$ cat src/rtl/ctrl_pkg.sv
// Shared constants and types for the multicycle load/store control FSM.
package ctrl_pkg;

  // Major opcodes handled by the controller
  localparam logic [6:0] OPC_LOAD   = 7'b0000011;
  localparam logic [6:0] OPC_STORE  = 7'b0100011;
  localparam logic [6:0] OPC_OP     = 7'b0110011;
  localparam logic [6:0] OPC_OP_IMM = 7'b0010011;

  // funct3 width codes for loads and stores
  localparam logic [2:0] F3_B  = 3'b000;
  localparam logic [2:0] F3_H  = 3'b001;
  localparam logic [2:0] F3_W  = 3'b010;
  localparam logic [2:0] F3_D  = 3'b011;
  localparam logic [2:0] F3_BU = 3'b100;
  localparam logic [2:0] F3_HU = 3'b101;
  localparam logic [2:0] F3_WU = 3'b110;

  typedef enum logic [2:0] {
    ST_IDLE   = 3'd0,
    ST_DECODE = 3'd1,
    ST_MEM    = 3'd2,
    ST_WAIT   = 3'd3,
    ST_WB     = 3'd4,
    ST_FAULT  = 3'd5
  } state_e;

  typedef enum logic [1:0] {
    SIZE_B = 2'd0,
    SIZE_H = 2'd1,
    SIZE_W = 2'd2,
    SIZE_D = 2'd3
  } mem_size_e;

  typedef enum logic [1:0] {
    CAUSE_NONE     = 2'd0,
    CAUSE_ILLEGAL  = 2'd1,
    CAUSE_MISALIGN = 2'd2,
    CAUSE_TIMEOUT  = 2'd3
  } fault_cause_e;

  // Load widths: ld and lwu only exist on RV64
  function automatic logic load_f3_legal(input logic [2:0] f3, input logic rv64);
    logic ok;
    case (f3)
      F3_B, F3_H, F3_W, F3_BU, F3_HU: ok = 1'b1;
      F3_D, F3_WU:                    ok = rv64;
      default:                        ok = 1'b0;
    endcase
    return ok;
  endfunction

  // Store widths: sd only exists on RV64
  function automatic logic store_f3_legal(input logic [2:0] f3, input logic rv64);
    logic ok;
    case (f3)
      F3_B, F3_H, F3_W: ok = 1'b1;
      F3_D:             ok = rv64;
      default:          ok = 1'b0;
    endcase
    return ok;
  endfunction

endpackage

$ cat src/rtl/byte_en_gen.sv
// Byte-lane enable and alignment check for one load/store access.
module byte_en_gen
  import ctrl_pkg::*;
#(
  parameter int XLEN = 32
) (
  input  logic [1:0]        size,
  input  logic [2:0]        offset,
  output logic [XLEN/8-1:0] byte_en,
  output logic              misaligned
);

  localparam int NB = XLEN / 8;

  logic [2:0]    lane_off_s;
  logic [3:0]    nbytes_s;
  logic [NB-1:0] base_s;

  // Build the unshifted lane mask, shift it to the offset and flag misalignment
  always_comb begin
    lane_off_s = (XLEN == 64) ? offset : {1'b0, offset[1:0]};
    nbytes_s   = 4'd1 << size;
    base_s     = '0;
    for (int i = 0; i < NB; i++) begin
      base_s[i] = (4'(i) < nbytes_s);
    end
    case (size)
      SIZE_B:  misaligned = 1'b0;
      SIZE_H:  misaligned = offset[0];
      SIZE_W:  misaligned = |offset[1:0];
      SIZE_D:  misaligned = |offset;
      default: misaligned = 1'b1;
    endcase
    if (size == SIZE_D) begin
      byte_en = base_s;
    end else begin
      byte_en = base_s << lane_off_s;
    end
  end

endmodule

$ cat src/rtl/multicycle_ctrl.sv
// Multicycle load/store control: decode, memory handshake, writeback, faults.
module multicycle_ctrl
  import ctrl_pkg::*;
#(
  parameter int XLEN       = 32,
  parameter int WAIT_LIMIT = 15
) (
  input  logic              clk,
  input  logic              reset,
  input  logic              instr_valid,
  output logic              instr_ready,
  input  logic [6:0]        opcode,
  input  logic [2:0]        funct3,
  input  logic [2:0]        addr_lo,
  input  logic              mem_ready,
  input  logic              fault_clear,
  output logic              memread,
  output logic              memwrite,
  output logic              regwrite,
  output logic [1:0]        mem_size,
  output logic              mem_unsigned,
  output logic [XLEN/8-1:0] byte_en,
  output logic              instr_done,
  output logic              fault,
  output logic [1:0]        fault_cause
);

  localparam int         NB      = XLEN / 8;
  localparam logic       RV64    = (XLEN == 64);
  localparam int         CW      = (WAIT_LIMIT > 0) ? $clog2(WAIT_LIMIT + 1) : 1;
  localparam logic [CW:0] LIMIT_C = (CW + 1)'(WAIT_LIMIT);

  state_e        state_q, state_d;
  logic [6:0]    opcode_q, opcode_d;
  logic [2:0]    funct3_q, funct3_d;
  logic [CW-1:0] cnt_q, cnt_d;
  logic [1:0]    cause_q, cause_d;

  logic          instr_ready_q, instr_ready_d;
  logic          memread_q, memread_d;
  logic          memwrite_q, memwrite_d;
  logic          regwrite_q, regwrite_d;
  logic [1:0]    mem_size_q, mem_size_d;
  logic          mem_unsigned_q, mem_unsigned_d;
  logic [NB-1:0] byte_en_q, byte_en_d;
  logic          fault_q, fault_d;

  logic          is_load_s, is_store_s, is_mem_s, is_alu_s, f3_legal_s;
  logic          misaligned_s, timeout_s, access_s;
  logic [NB-1:0] be_s;
  logic [CW:0]   cnt_inc_s;

  // Lane mask and alignment for the captured width at the live address
  byte_en_gen #(
    .XLEN(XLEN)
  ) u_be_gen (
    .size       (funct3_q[1:0]),
    .offset     (addr_lo),
    .byte_en    (be_s),
    .misaligned (misaligned_s)
  );

  // Classify the captured instruction and evaluate the wait timeout
  always_comb begin
    is_load_s  = (opcode_q == OPC_LOAD);
    is_store_s = (opcode_q == OPC_STORE);
    is_mem_s   = is_load_s || is_store_s;
    is_alu_s   = (opcode_q == OPC_OP) || (opcode_q == OPC_OP_IMM);
    if (is_load_s) begin
      f3_legal_s = load_f3_legal(funct3_q, RV64);
    end else begin
      f3_legal_s = store_f3_legal(funct3_q, RV64);
    end
    cnt_inc_s = {1'b0, cnt_q} + {{CW{1'b0}}, 1'b1};
    timeout_s = (WAIT_LIMIT != 0) && (cnt_inc_s == LIMIT_C);
  end

  // Next-state, capture registers, wait counter and fault cause
  always_comb begin
    state_d  = state_q;
    opcode_d = opcode_q;
    funct3_d = funct3_q;
    cnt_d    = cnt_q;
    cause_d  = cause_q;
    case (state_q)
      ST_IDLE: begin
        if (instr_valid) begin
          opcode_d = opcode;
          funct3_d = funct3;
          state_d  = ST_DECODE;
        end else begin
          state_d = ST_IDLE;
        end
      end
      ST_DECODE: begin
        if (is_mem_s) begin
          if (!f3_legal_s) begin
            state_d = ST_FAULT;
            cause_d = CAUSE_ILLEGAL;
          end else if (misaligned_s) begin
            state_d = ST_FAULT;
            cause_d = CAUSE_MISALIGN;
          end else begin
            state_d = ST_MEM;
          end
        end else if (is_alu_s) begin
          state_d = ST_WB;
        end else begin
          state_d = ST_FAULT;
          cause_d = CAUSE_ILLEGAL;
        end
      end
      ST_MEM, ST_WAIT: begin
        // A completing access always beats the timeout in the same cycle
        if (mem_ready) begin
          state_d = is_load_s ? ST_WB : ST_IDLE;
        end else if (state_q == ST_MEM) begin
          state_d = ST_WAIT;
          cnt_d   = '0;
        end else if (timeout_s) begin
          state_d = ST_FAULT;
          cause_d = CAUSE_TIMEOUT;
        end else begin
          state_d = ST_WAIT;
          cnt_d   = cnt_inc_s[CW-1:0];
        end
      end
      ST_WB: begin
        state_d = ST_IDLE;
      end
      ST_FAULT: begin
        // fault_clear wins over a pending instr_valid: nothing is captured here
        if (fault_clear) begin
          state_d = ST_IDLE;
          cause_d = CAUSE_NONE;
        end else begin
          state_d = ST_FAULT;
        end
      end
      default: begin
        state_d = ST_IDLE;
        cause_d = CAUSE_NONE;
      end
    endcase
  end

  // Output values for the upcoming state, so the outputs come straight from flops
  always_comb begin
    access_s       = (state_d == ST_MEM) || (state_d == ST_WAIT);
    instr_ready_d  = (state_d == ST_IDLE);
    memread_d      = access_s && (opcode_d == OPC_LOAD);
    memwrite_d     = access_s && (opcode_d == OPC_STORE);
    mem_size_d     = access_s ? funct3_d[1:0] : 2'b00;
    mem_unsigned_d = access_s && funct3_d[2];
    regwrite_d     = (state_d == ST_WB);
    fault_d        = (state_d == ST_FAULT);
    // The lane mask is latched once on entry to MEM and held through WAIT
    if (access_s) begin
      byte_en_d = (state_q == ST_DECODE) ? be_s : byte_en_q;
    end else begin
      byte_en_d = '0;
    end
  end

  // State and output registers; reset drops every enable immediately
  always_ff @(posedge clk or posedge reset) begin
    if (reset) begin
      state_q        <= ST_IDLE;
      opcode_q       <= 7'd0;
      funct3_q       <= 3'd0;
      cnt_q          <= '0;
      cause_q        <= CAUSE_NONE;
      instr_ready_q  <= 1'b1;
      memread_q      <= 1'b0;
      memwrite_q     <= 1'b0;
      regwrite_q     <= 1'b0;
      mem_size_q     <= 2'd0;
      mem_unsigned_q <= 1'b0;
      byte_en_q      <= '0;
      fault_q        <= 1'b0;
    end else begin
      state_q        <= state_d;
      opcode_q       <= opcode_d;
      funct3_q       <= funct3_d;
      cnt_q          <= cnt_d;
      cause_q        <= cause_d;
      instr_ready_q  <= instr_ready_d;
      memread_q      <= memread_d;
      memwrite_q     <= memwrite_d;
      regwrite_q     <= regwrite_d;
      mem_size_q     <= mem_size_d;
      mem_unsigned_q <= mem_unsigned_d;
      byte_en_q      <= byte_en_d;
      fault_q        <= fault_d;
    end
  end

  assign instr_ready  = instr_ready_q;
  assign memread      = memread_q;
  assign memwrite     = memwrite_q;
  assign regwrite     = regwrite_q;
  assign mem_size     = mem_size_q;
  assign mem_unsigned = mem_unsigned_q;
  assign byte_en      = byte_en_q;
  assign fault        = fault_q;
  assign fault_cause  = cause_q;
  // Loads retire from WB; a store retires in the access cycle that completes
  assign instr_done   = regwrite_q || (memwrite_q && mem_ready);

endmodule

$ cat config.mk
export PLATFORM = sky130hd
export DESIGN_NAME = multicycle_ctrl
export DESIGN_NICKNAME = d
export VERILOG_FILES = /design/src/rtl/ctrl_pkg.sv /design/src/rtl/byte_en_gen.sv /design/src/rtl/multicycle_ctrl.sv
export SDC_FILE = /design/constraint.sdc
export NUM_CORES = 1
export LEC_CHECK = 0
export ABC_AREA = 1
export ABC_CLOCK_PERIOD_IN_PS = 1920
export CAP_MARGIN = 20
export CORE_MARGIN = 2
export CORE_UTILIZATION = 35
export DETAILED_ROUTE_END_ITERATION = 10
export PLACE_DENSITY = 0.67
export SYNTH_ARGS = -nofsm -noshare
export SYNTH_HDL_FRONTEND = slang
export SYNTH_SLANG_ARGS = --single-unit
$ cat constraint.sdc
create_clock -name clk -period 1.92 [get_ports clk]
set_input_delay 0.384 -clock clk [delete_from_list [all_inputs] [get_ports clk]]
set_output_delay 0.384 -clock clk [all_outputs]
set_load 0.1 [all_outputs]
* After elaboration in Yosys (flattened, before gate mapping)
Index checks and enable logic that the tools add are counted.
** Word-level totals
- Register bits :: 31
- Input port bits :: 18
** Operators by class
- Add/subtract/negate cells :: 1
- Magnitude comparators :: 4
- Equality and inequality tests :: 31
- Shift-type cells :: 2
- Multiplexer cells :: 34
- Bitwise logic cells :: 2
- Reduce and logical (&&, ||, !) cells :: 20
** Operators with widths (number)
- 2-to-1 mux 3 bit :: 10
- equality test 7 x 6 -> 1 bit, second input constant :: 3
- 2-to-1 mux 4 bit :: 5
- equality test 3 bit, second input constant :: 6
- 2-to-1 mux 2 bit :: 9
- equality test 3 x 2 -> 1 bit, second input constant :: 5
- equality test 7 x 2 -> 1 bit, second input constant :: 2
- 2-to-1 mux 7 bit :: 2
- case mux 3 bit (4 select lines) :: 1
- logical NOT 3 bit :: 3
- < comparator 1 x 4 -> 1 bit, first input constant :: 2
- < comparator 2 x 4 -> 1 bit, first input constant :: 2
- != test 2 bit, second input constant :: 4
- case mux 2 bit (4 select lines) :: 1
- equality test 7 x 5 -> 1 bit, second input constant :: 1
- AND reduction 7 bit :: 1
- equality test 3 x 1 -> 1 bit, second input constant :: 2
- OR reduction 2 bit :: 3
- OR reduction 3 bit :: 2
- adder 4 x 1 -> 5 bit, second input constant :: 1
- equality test 5 x 4 -> 1 bit, second input constant :: 1
- 2-to-1 mux 1 bit :: 5
- OR reduction 5 bit :: 1
- equality test 2 bit, second input constant :: 2
- other kinds (12) :: 20

* Longest topological paths before layout
- Depth after elaboration :: 10
- Depth in mapped cells :: 10
- Gate-level depth less buffers :: 10

* By module
From an unflattened synthesis, not the netlist that was laid out.
** Unflattened totals
- Cells, all modules :: 212
- Area, all modules :: 1657.8 um^2
** Modules (own cells, without submodules)
- multicycle_ctrl :: times used 1, cells each 189, area an instance 1564.0 um^2
- byte_en_gen :: times used 1, cells each 23, area an instance 93.8 um^2

* Least setup slack after synthesis
No wires, ideal clock.
- Path kind :: flip-flop to output port
- Start point :: register memwrite_q, in the netlist memwrite
- End point :: output port instr_done
- Arrival time :: 1687 ps
- Data required time :: 1536 ps
- Path slack :: -151 ps
- Cell stages (with the launch flop) :: 2
- Cells stage by stage :: dfrtp_1 -> a21o_1
** Between the ends
- Cells in the longest elaborated chain, start to end :: 2
** Ends and longest elaborated chain
- from (decl) :: RTL line multicycle_ctrl.sv:41 : logic memwrite_q, memwrite_d;
- from (signal assigned) :: RTL line multicycle_ctrl.sv:189 : memwrite_q <= memwrite_d;
- logical AND 1 bit :: RTL line multicycle_ctrl.sv:208 : assign instr_done = regwrite_q || (memwrite_q && mem_ready);
- logical OR 1 bit :: RTL line multicycle_ctrl.sv:208
- to (decl) :: RTL line multicycle_ctrl.sv:23 : output logic instr_done,
No other way between the ends.

* Worst setup path after layout
- Start point :: input port mem_ready
- End point :: output port instr_done
** Between the ends
- Cells in the longest elaborated chain, start to end :: 2
** Ends and longest elaborated chain
- from (decl) :: RTL line multicycle_ctrl.sv:15 : input logic mem_ready,
- logical AND 1 bit :: RTL line multicycle_ctrl.sv:208
- logical OR 1 bit :: RTL line multicycle_ctrl.sv:208
No other way between the ends.

==> metrics.md <==
| Metric | Value |
|---|---|
| Vias in the first global route | about 1,400 |
| Post-CTS setup buffer count | 0 |
| Outcome | complete, no violations |
| Clock Skews | between 4 and 5 ps |
| Avg WL per Cell | approximately 11 microns |
| CTS tree | done |
| Root Buffer | clkbuf_8 |
| Slew Limit Headroom | approximately three quarters |
| # setup viols final | 0 |
| GRT Util Overall | ~14% |
| Syn Nets | ~230 |
| Resize count post-CTS | 0 |
| Layout Cells excl Fill | 300 |
| Fin crit period | 1680 ps |
| VDD IR max | approximately 530 uV |
| Post-layout net count | 267 |
| Design area | 2090 sq um |
| Top cell type's share of synthesized area | approximately 47% |
| Worst slew pin tran | 396 ps |
| CORE AREA | 4380 sq um |
| Setup TNS | 0 ps |
| DRC errors left | 0 |
| Critical Path AT | 1290 ps |
| CP startpoint kind | input pin |
| Gr ovfl total | 0 |
| Die H | roughly 72 microns |
| Final WL | 3250 microns |
| Clock latency on the worst-skew pair | 290 ps |
| Worst r2r dst | mem_size[0] |
| Worst path required time | between 1500 and 2000 ps |
| Initial antenna violation count | 0 |
| P&R area growth vs syn | 29.8% |
| Mapped Cells | approximately 210 |
| RSZ-0062 raised after global routing | false |
| Layout fillers | approximately 430 |
| Mapped Area | 1610 sq um |
| RD Place Congestion | a little under 0.8 |
| Die X | between 70 and 80 microns |
| Initial Utilization | a little under two fifths |
| Clock Pin Slew Worst Setup and Hold Paths | ~70 ps |
| Global-route wire length before repair | between 5000 and 6000 microns |
| Vias after detailed routing | between 1,000 and 1,500 |
| Placed cell count | about 300 |
| Worst-case clock buffer depth | 2 |
| Final ANT Viol Nets | 0 |
| Full die area | 5160 sq um |
| CP max FO | 4 |
| R2R setup slack | between 300 and 400 ps |
| Worst R2R Path Depth | 9 |
| Ant diodes | 0 |
| Ports | 33 |
| Top cells by area, synth | dfrtp_1 47%, nand2_1 12%, nor2_1 6.3% |
| Area leader, netlist | dfrtp_1 |
| Synthesis warning total | 0 |
| WS Path Type | in2out |
| CTS buffer count | 5 |
| Initial drt markers | 39 |
| Syn Area/Cell | ~8 sq um |
| Pins over their slew limit | 0 |
| Fin crit share | 87.3% |
| Static leakage | roughly 1.0 nW |
| Setup crit end kind | output port |
| Placement Cell Area | approximately 2000 sq um |
| Rows | 24 |
| Reg2reg start | cnt_q[1] |
| Fin. Hold Viols | 0 |
| DP HPWL | roughly 2500 microns |
| Cts hold-fix bufs | 0 |
| Avg Vias per Cell | about 4.6 |
| Maximum clock frequency | ~600 MHz |
| Pwr per Cell Area | 1280 nW/um^2 |
| Hold slack | 469 ps |
| Largest net degree at the start of global routing | 32 |
| Share of cells above drive strength 1 | between 20% and 30% |
| Seq/Total Area, Yosys | 48.3% |
| First-pass DRT Iterations | 4 |
| Count of cell types in the netlist | 23 |
| Clock sinks | 31 |
| Hold crit path type | in2async |
| Flops & latches, synth | 31 |
| H-tree depth | 2 |
| Number of port buffers | 32 |
| MaxCap Viol Count | 0 |
==> cell usage after synthesis <==
cell     number
nand2_1      51
dfrtp_1      30
nor2_1       27
inv_1        25
nand3_1      16
o21ai_0      13
nand2_2      10
a21oi_1       5
inv_2         5
nor2_2        5
nand4_1       4
o21ai_2       3
ha_1          2
a21o_1        1
a21oi_2       1
buf_8         1
dfstp_2       1
inv_4         1
nand3_2       1
nor2_4        1
nor3_1        1
nor3_4        1
or2_2         1
==> placed cells by master (no fill, tap or decap) <==
cell type,instances
clkdlybuf4s50_1,17
clkbuf_1,1
clkbuf_8,5
buf_12,3
buf_4,15
nor2_2,5
a21oi_1,5
nand3_1,16
o21ai_0,13
clkinv_2,1
nand4_1,4
nor3_1,1
clkinvlp_4,1
nor2_4,1
nand3_2,1
inv_2,5
dfrtp_1,30
or2_2,1
a21oi_2,1
nand2_2,10
nor2_1,27
o21ai_2,3
ha_1,2
a21o_2,1
nand2_1,51
nor3_4,1
inv_4,1
inv_1,25
dfstp_2,1
==> final cells by class <==
cell class / count / area, sq um / share of cell area [%]
clock inverter: 2 / 12.5 / 0.599
clock buffer: 6 / 72.6 / 3.48
sequential: 31 / 777 / 37.2
inverter: 31 / 119 / 5.69
timing repair buffer: 35 / 343 / 16.4
tap: 52 / 65.1 / 3.12
multi-input combinational: 143 / 699 / 33.5
==> worst max path at each step <==
| stage | start | to | slack (ps) | depth (start not counted) |
|---|---|---|---|---|
| after detailed placement | instr_valid | memread | 10 | 9 |
| after floorplan | memwrite | instr_done | 60 | 1 |
| after global routing | instr_valid | memread | 150 | 9 |
| after global placement | instr_valid | memwrite | 50 | 10 |
| final | mem_ready | instr_done | 240 | 3 |
| after CTS | mem_ready | instr_done | 240 | 3 |
==> worst max-delay path, cell delays in order <==
cell and delay [ps]:
clkdlybuf4s50_1 550, a21o_2 180, buf_12 170
==> sequential cells by signal, summed over array words and instances, names as in the netlist <==
signal / count
funct3_q: 3
memwrite: 1
fault: 1
fault_cause: 2
mem_size: 2
mem_unsigned: 1
memread: 1
instr_ready: 1
cnt_q: 4
state_q: 3
opcode_q: 7
regwrite: 1
byte_en: 4
==> metal layers <==
| layer | up-vias | share of wire [%] | track usage (%) |
|---|---|---|---|
| met1 | 621 | 45 | 16.7 |
| li1 | 725 | - | - |
| met4 | 0 | 1.6 | 6.71 |
| met5 | - | 0 | 0 |
| met2 | 24 | 49 | 23.6 |
| met3 | 6 | 4.2 | 4.36 |
==> kinds of logic (layout without fill, tap and decap cells) <==
logic type | count (synthesis) | count (layout) | share of synthesized area [%]
and+or+nand+nor | 118 | 118 | 33.6
buffers and inverters | 32 | 74 | 8.32
AOI/OAI and AO/OA | 23 | 23 | 8.24
DFF | 31 | 31 | 48.3
adders and majority gates | 2 | 2 | 1.55
==> power by group <==
group          internal, mW  total (mW)  switching, mW  leakage, nW
Sequential            0.819       0.962          0.142        0.382
Combinational         0.399        1.21          0.806        0.625
Clock                 0.253       0.504          0.252       0.0412
==> per-stage QoR <==
stage,power [mW],util [%],setup WS (ps)
2_1_floorplan,1.86,-,57.2
3_5_place_dp,2.18,45.7,14.5
6_report,2.67,47.6,243
5_1_grt,2.85,47.6,146
3_3_place_gp,2.17,45.7,50.8
4_1_cts,2.68,47.6,237
(Power assumes the default switching activity.)
